[src/rtl/uart_tx_arbiter.sv]
// Packet-granular round-robin arbiter feeding a UART TX FIFO push port.
// Each granted packet is optionally prefixed with a sync byte and the
// requester id, then the payload is passed through with zero latency.
//
// state    | meaning
// ---------+--------------------------------------------------------
// IDLE     | no packet owner; one-cycle grant decision when any valid
// HDR_SYNC | pushing SYNC_BYTE (waits while FIFO full)
// HDR_ID   | pushing zero-extended grant_id (waits while FIFO full)
// PAYLOAD  | pass-through of granted requester until its last byte
module uart_tx_arbiter #(
    parameter int                    DATA_WIDTH = 8,
    parameter int                    NUM_REQ    = 4,
    parameter int                    HEADER_EN  = 1,
    parameter logic [DATA_WIDTH-1:0] SYNC_BYTE  = 8'hA5
) (
    input  logic                                 clk,
    input  logic                                 reset,
    input  logic [NUM_REQ-1:0][DATA_WIDTH-1:0]   req_data,
    input  logic [NUM_REQ-1:0]                   req_valid,
    input  logic [NUM_REQ-1:0]                   req_last,
    output logic [NUM_REQ-1:0]                   req_ready,
    output logic [DATA_WIDTH-1:0]                tx_data,
    output logic                                 push,
    input  logic                                 tx_fifo_full,
    output logic [3:0]                           grant_id,
    output logic                                 busy
);

    typedef enum logic [1:0] {
        IDLE     = 2'd0,
        HDR_SYNC = 2'd1,
        HDR_ID   = 2'd2,
        PAYLOAD  = 2'd3
    } state_t;

    state_t          state_q, state_d;
    logic [3:0]      grant_id_q, grant_id_d;
    logic [3:0]      last_grant_q, last_grant_d;

    logic [3:0]            arb_pick;
    logic                  arb_found;
    logic                  sel_valid;
    logic                  sel_last;
    logic [DATA_WIDTH-1:0] sel_data;

    // Round-robin search: indices above last_grant first, then wrap to the low ones
    always_comb begin
        arb_pick  = 4'd0;
        arb_found = 1'b0;
        for (int j = 0; j < NUM_REQ; j++) begin
            if (!arb_found && req_valid[j] && (4'(j) > last_grant_q)) begin
                arb_found = 1'b1;
                arb_pick  = 4'(j);
            end
        end
        for (int j = 0; j < NUM_REQ; j++) begin
            if (!arb_found && req_valid[j] && (4'(j) <= last_grant_q)) begin
                arb_found = 1'b1;
                arb_pick  = 4'(j);
            end
        end
    end

    // Select the granted requester's payload signals
    always_comb begin
        sel_valid = 1'b0;
        sel_last  = 1'b0;
        sel_data  = '0;
        for (int j = 0; j < NUM_REQ; j++) begin
            if (grant_id_q == 4'(j)) begin
                sel_valid = req_valid[j];
                sel_last  = req_last[j];
                sel_data  = req_data[j];
            end
        end
    end

    // Next-state and output decode; reset gates outputs so an abandoned
    // packet gets no further push even in the cycle reset is first seen
    always_comb begin
        state_d      = state_q;
        grant_id_d   = grant_id_q;
        last_grant_d = last_grant_q;
        push         = 1'b0;
        tx_data      = '0;
        req_ready    = '0;
        busy         = (state_q != IDLE);

        case (state_q)
            IDLE: begin
                if (arb_found) begin
                    grant_id_d = arb_pick;
                    state_d    = (HEADER_EN != 0) ? HDR_SYNC : PAYLOAD;
                end
            end
            HDR_SYNC: begin
                if (!tx_fifo_full) begin
                    push    = 1'b1;
                    tx_data = SYNC_BYTE;
                    state_d = HDR_ID;
                end
            end
            HDR_ID: begin
                if (!tx_fifo_full) begin
                    push    = 1'b1;
                    tx_data = DATA_WIDTH'(grant_id_q);
                    state_d = PAYLOAD;
                end
            end
            PAYLOAD: begin
                for (int j = 0; j < NUM_REQ; j++) begin
                    req_ready[j] = (grant_id_q == 4'(j)) && !tx_fifo_full;
                end
                if (sel_valid && !tx_fifo_full) begin
                    push    = 1'b1;
                    tx_data = sel_data;
                    if (sel_last) begin
                        state_d      = IDLE;
                        last_grant_d = grant_id_q;
                    end
                end
            end
            default: begin
                state_d = IDLE;
            end
        endcase

        if (reset) begin
            push      = 1'b0;
            tx_data   = '0;
            req_ready = '0;
            busy      = 1'b0;
        end
    end

    // State, grant and round-robin pointer registers
    always_ff @(posedge clk) begin
        if (reset) begin
            state_q      <= IDLE;
            grant_id_q   <= 4'd0;
            last_grant_q <= 4'(NUM_REQ - 1);
        end else begin
            state_q      <= state_d;
            grant_id_q   <= grant_id_d;
            last_grant_q <= last_grant_d;
        end
    end

    assign grant_id = grant_id_q;

endmodule

[config.mk]
export PLATFORM = sky130hd
export DESIGN_NAME = uart_tx_arbiter
export DESIGN_NICKNAME = d
export VERILOG_FILES = /design/src/rtl/uart_tx_arbiter.sv
export SDC_FILE = /design/constraint.sdc
export NUM_CORES = 1
export LEC_CHECK = 0
export ABC_CLOCK_PERIOD_IN_PS = 2300
export CORE_MARGIN = 2
export CORE_UTILIZATION = 35
export CTS_BUF_LIST = sky130_fd_sc_hd__clkbuf_4
export DETAILED_ROUTE_END_ITERATION = 8
export GPL_TIMING_DRIVEN = 1
export PLACE_DENSITY_LB_ADDON = 0.12
export SYNTH_ARGS = -nofsm -noshare
export SYNTH_HDL_FRONTEND = slang
export SYNTH_SLANG_ARGS = --single-unit
[constraint.sdc]
create_clock -name clk -period 2.3 [get_ports clk]
set_input_delay 0.575 -clock clk [delete_from_list [all_inputs] [get_ports clk]]
set_output_delay 0.575 -clock clk [all_outputs]
set_load 0.02 [all_outputs]
# Word-level counts from Yosys, hierarchy flattened
# Cells that the tools add are included.
# totals
ff_bits,10
input_bits,43
out_inout_bits,18
wordCells,102
# classes
n_lt_le_gt_ge,8
eq_ne,11
muxes,45
n_reduce_logical,35
# op_table
op,count
8-bit two-way mux,7
4-bit two-way mux,9
8-bit case mux with 3 select lines,1
1-bit two-way mux,21
1-bit logical AND,20
2-bit two-way mux,5
"2-bit != test, second input constant",5
"4-bit by 2-bit == test with 1-bit output, second input constant",2
"1-bit by 4-bit greater-than comparator with 1-bit output, first input constant",2
"2-bit by 4-bit greater-than comparator with 1-bit output, first input constant",2
"1-bit by 4-bit less-or-equal comparator with 1-bit output, first input constant",2
"2-bit by 4-bit less-or-equal comparator with 1-bit output, first input constant",2
1-bit zero test,8
2-bit case mux with 4 select lines,1
5-bit AND reduction,1
"2-bit == test, second input constant",2
"4-bit by 1-bit == test with 1-bit output, second input constant",1
4-bit zero test,1
3-bit AND reduction,1
"2-bit by 1-bit == test with 1-bit output, second input constant",1
2-bit zero test,1
1-bit case mux with 2 select lines,1
2-bit AND reduction,1
2-bit nonzero test,1
2-bit OR reduction,1

# Longest topological paths before layout
# logic_depth
depth_word,33
mapped_depth,6

# Worst setup path after synthesis
# OpenSTA, ideal clock, no wires.
# synth_path
path_type,flip-flop to output port
startpoint,reg state_q[0]
endpoint,out tx_data[3]
arrival_time_ns,1.660
required_time_ns,1.725
slack_ns,0.065
stages_incl_launch_ff,6
path_buffers,1
path_cell_list,dfxtp_1 -> inv_1 -> ha_1 -> or2_2 -> clkbuf_1 -> nor3b_1
# synth_between
elab_chain_cells,3
# synth_rtl
item,line,text
start: declaration,37,"state_t state_q, state_d;"
start signal: assignment,144,state_q <= state_d;
2-bit == test or 2-bit by 1-bit == test with 1-bit output (tied branches),90,case (state_q)
8-bit case mux with 3 select lines *,90,
8-bit two-way mux *,129,if (reset) begin
end: declaration,23,"output logic [DATA_WIDTH-1:0] tx_data,"
# Mark *: on every way between the ends. The rest lies on a longest branch, timed or not.

# Final worst setup path
# layout_path
startpoint,in tx_fifo_full
endpoint,out tx_data[4]
# layout_between
elab_chain_cells,5
# layout_rtl
item,line,text
start: declaration,25,"input logic tx_fifo_full,"
1-bit zero test,115,if (sel_valid && !tx_fifo_full) begin
1-bit logical AND,115,
8-bit two-way mux,115,
8-bit case mux with 3 select lines,90,
8-bit two-way mux,129,
# Every way passes these cells.

==> metrics.txt <==
post-synthesis sequential element count=6; Placer Congestion=0.8267; critical path data required time=1.73 ns; Peak VDD IR=471.2 uV; area leader, netlist=mux4_2; worst min path class=reg -> reg; WL met2=1728 um; setup TNS=0 ns; DR iter-0 viols=24; Final ANT Viol Nets=0; CTS Buf Count=3; post-synthesis cell count=110; PwrDens=631.7 nW/um^2; die footprint=3077 um^2; DIE WIDTH=55.47 um; Vias/cell=5.288; Static Leak=0.0009554 uW; Reg power frac=13.7%; DRC viols=0; first-pass GRT wire length=5112 um; Hold Vio Cnt, Final=0; WL final=3350 um; post-synth cell types=39; Final nets=245; Pwr Total=1154 uW; max-slew violations=0; status=complete, no violations; CTS clk-pin slew, worst paths=0.04 ns; Starting Density=37.09%; Clk network pwr share=8.9%; CTS Sinks=6; # diodes=0; num rows=18; Met1 Wirelength=1386 um; Total GRT Usage=20.51%; area growth from synthesis to layout=97.03%; grt ovf=0; DR top layer=met4; number of I/O pins=61; maxcap violations=0; post-synthesis sequential area ratio=12.96%; area share of the largest cell type after synthesis=19.43%; CTS tree=built; Worst-Skew Late Latency=0.25 ns; Combinational Power Share=77.4%; IO Port Bufs=58; min Tclk post-route=2.296 ns; syn_area_per_cell=8.429 um^2; YS warnings=0; clk root buf=clkbuf_4; DR vias=1195; CORE AREA=2500 um^2; most area-consuming cells after synthesis=mux4_2, dfxtp_1, mux2i_1, nor2_1, a21oi_1; endpoints failing setup=0; H-tree levels=1; Net Switching=472.5 uW; initial antenna violation count=0; sw frac=40.95%; RSZ-0062 raised after global routing=true; Detailed Routing Iterations Pass 1=4; Filler cells=184; crit path DAT=1.72 ns; Int Pwr=681.4 uW; critical path class=in -> out; Max FO, Critical Path=6; Routed met3 length=214 um; crit share post-route=99.83%; Detailed Place HPWL=2622 um; CP Launch Type=input port; WL per Instance=14.82 um; fmax=435.5 MHz; synthesized cell area=927.1 um^2; Die H=55.47 um; skew final=0.008499 ns; Max clock buf depth=2; vias in the first global route=1169; CP endpoint kind=output port; layout cell share with drive strength beyond 1=41.84%; largest net degree at the start of global routing=14
[final cells by class]
cell class	instances	area, um^2	area share, %
Clock buffer	3	22.52	1.233
Inverter	6	22.52	1.233
Multi-Input combinational cell	91	797.0	43.63
Sequential cell	6	123.9	6.781
Tap cell	30	37.54	2.055
Timing Repair Buffer	90	823.3	45.07
[critical path: stages]
cell,delay (ns)
dlygate4sd2_1,0.26
and2b_2,0.24
a22o_4,0.16
nand2_2,0.11
nor3b_2,0.21
buf_4,0.17
[sequential cells by signal, summed over array words and instances, names as in the netlist]
name          flops
state_q           2
grant_id          2
last_grant_q      2
[layout by cell type (no fill, tap or decap), types with 3 or more instances in the layout]
master,count
buf_4,36
clkbuf_4,3
nand3_2,3
a21oi_1,7
nor2_1,13
inv_1,6
nand2b_1,5
clkdlybuf4s50_1,7
dlymetal6s2s_1,22
dfxtp_1,5
nand2_1,3
dlygate4sd2_1,11
buf_6,5
mux4_2,8
mux2i_1,6
a21oi_2,3
o211ai_1,3
ha_1,4
buf_2,6
nor3b_2,3
[synthesized netlist by cell type]
cell,number
nor2_1,14
a21oi_1,10
mux4_2,8
dfxtp_1,6
inv_1,6
mux2i_1,6
nand2b_1,5
ha_1,4
nand2_1,4
buf_4,3
clkbuf_1,3
nand3_1,3
nor3b_1,3
o211ai_1,3
or2_2,3
and3_1,2
mux2_2,2
nand4_1,2
nor3_1,2
o21ai_0,2
a211oi_1,1
a22o_4,1
a22oi_2,1
a311oi_1,1
a31oi_1,1
a32oi_1,1
and2_1,1
and2b_1,1
buf_2,1
buf_6,1
conb_1,1
mux2_4,1
nor2b_1,1
nor3_2,1
nor4_1,1
o2111ai_1,1
o21a_1,1
o21ba_2,1
or3_1,1
[through the flow]
step	cells	util, %	hold WS, ns	worst slack (ns)	cell area [um^2]
6_report	226	73.07	0.5222	0.003963	1827
5_1_grt	226	73.07	0.5811	-0.04096	1827
4_1_cts	223	68.32	0.5243	-0.03811	1708
3_5_place_dp	218	68.07	0.5134	-0.7173	1702
3_3_place_gp	218	68.07	0.5121	-0.6516	1702
2_1_floorplan	111	-	0.4854	0.06549	930.9
[power by group through the flow]
stage	sequential, uW	combinational [uW]	clock, uW
2_1_floorplan	161	473	0
3_3_place_gp	148	807	0
3_5_place_dp	153	827	0
4_1_cts	158	846	104
5_1_grt	160	961	116
6_report	158	893	103
[repair_timing]
action                     4_1_cts  5_1_grt
gates resized for setup         97       37
setup endpoints to repair       14       11
hold buffers                     0        0
buffers inserted                 2        3
pin swaps                        7       12
[per-layer routing]
| layer | up-vias | track usage, % |
|---|---|---|
| met4 | 0 | 6.272 |
| li1 | 581 | - |
| met2 | 52 | 37.76 |
| met1 | 558 | 23.33 |
| met5 | - | 0 |
| met3 | 4 | 4.450 |
[path summary, 6_finish.rpt]
kind                            cells past startpoint                         start  slack (ns)                            to
worst max-delay path                                6                  tx_fifo_full       0.004                    tx_data[4]
worst min-delay path                                2  last_grant_q[0]$_SDFFE_PP1P_        0.52  last_grant_q[0]$_SDFFE_PP1P_
worst min register to register                      2  last_grant_q[0]$_SDFFE_PP1P_        0.52  last_grant_q[0]$_SDFFE_PP1P_
worst max register to register                      8       state_q[0]$_SDFFE_PP0P_        0.44       state_q[1]$_SDFFE_PP0P_
[kinds of logic after synthesis]
family | after synthesis | synth area share, %
AND/OR/NAND/NOR | 44 | 25.10
AO/OA/AOI/OAI | 24 | 18.36
multiplexers | 17 | 29.96
buffers and inverters | 14 | 7.826
flip-flops | 6 | 12.96
adder cells (fa/ha/maj) | 4 | 5.398
other | 1 | 0.4045
No activity file was read; power rests on OpenSTA's default activity.
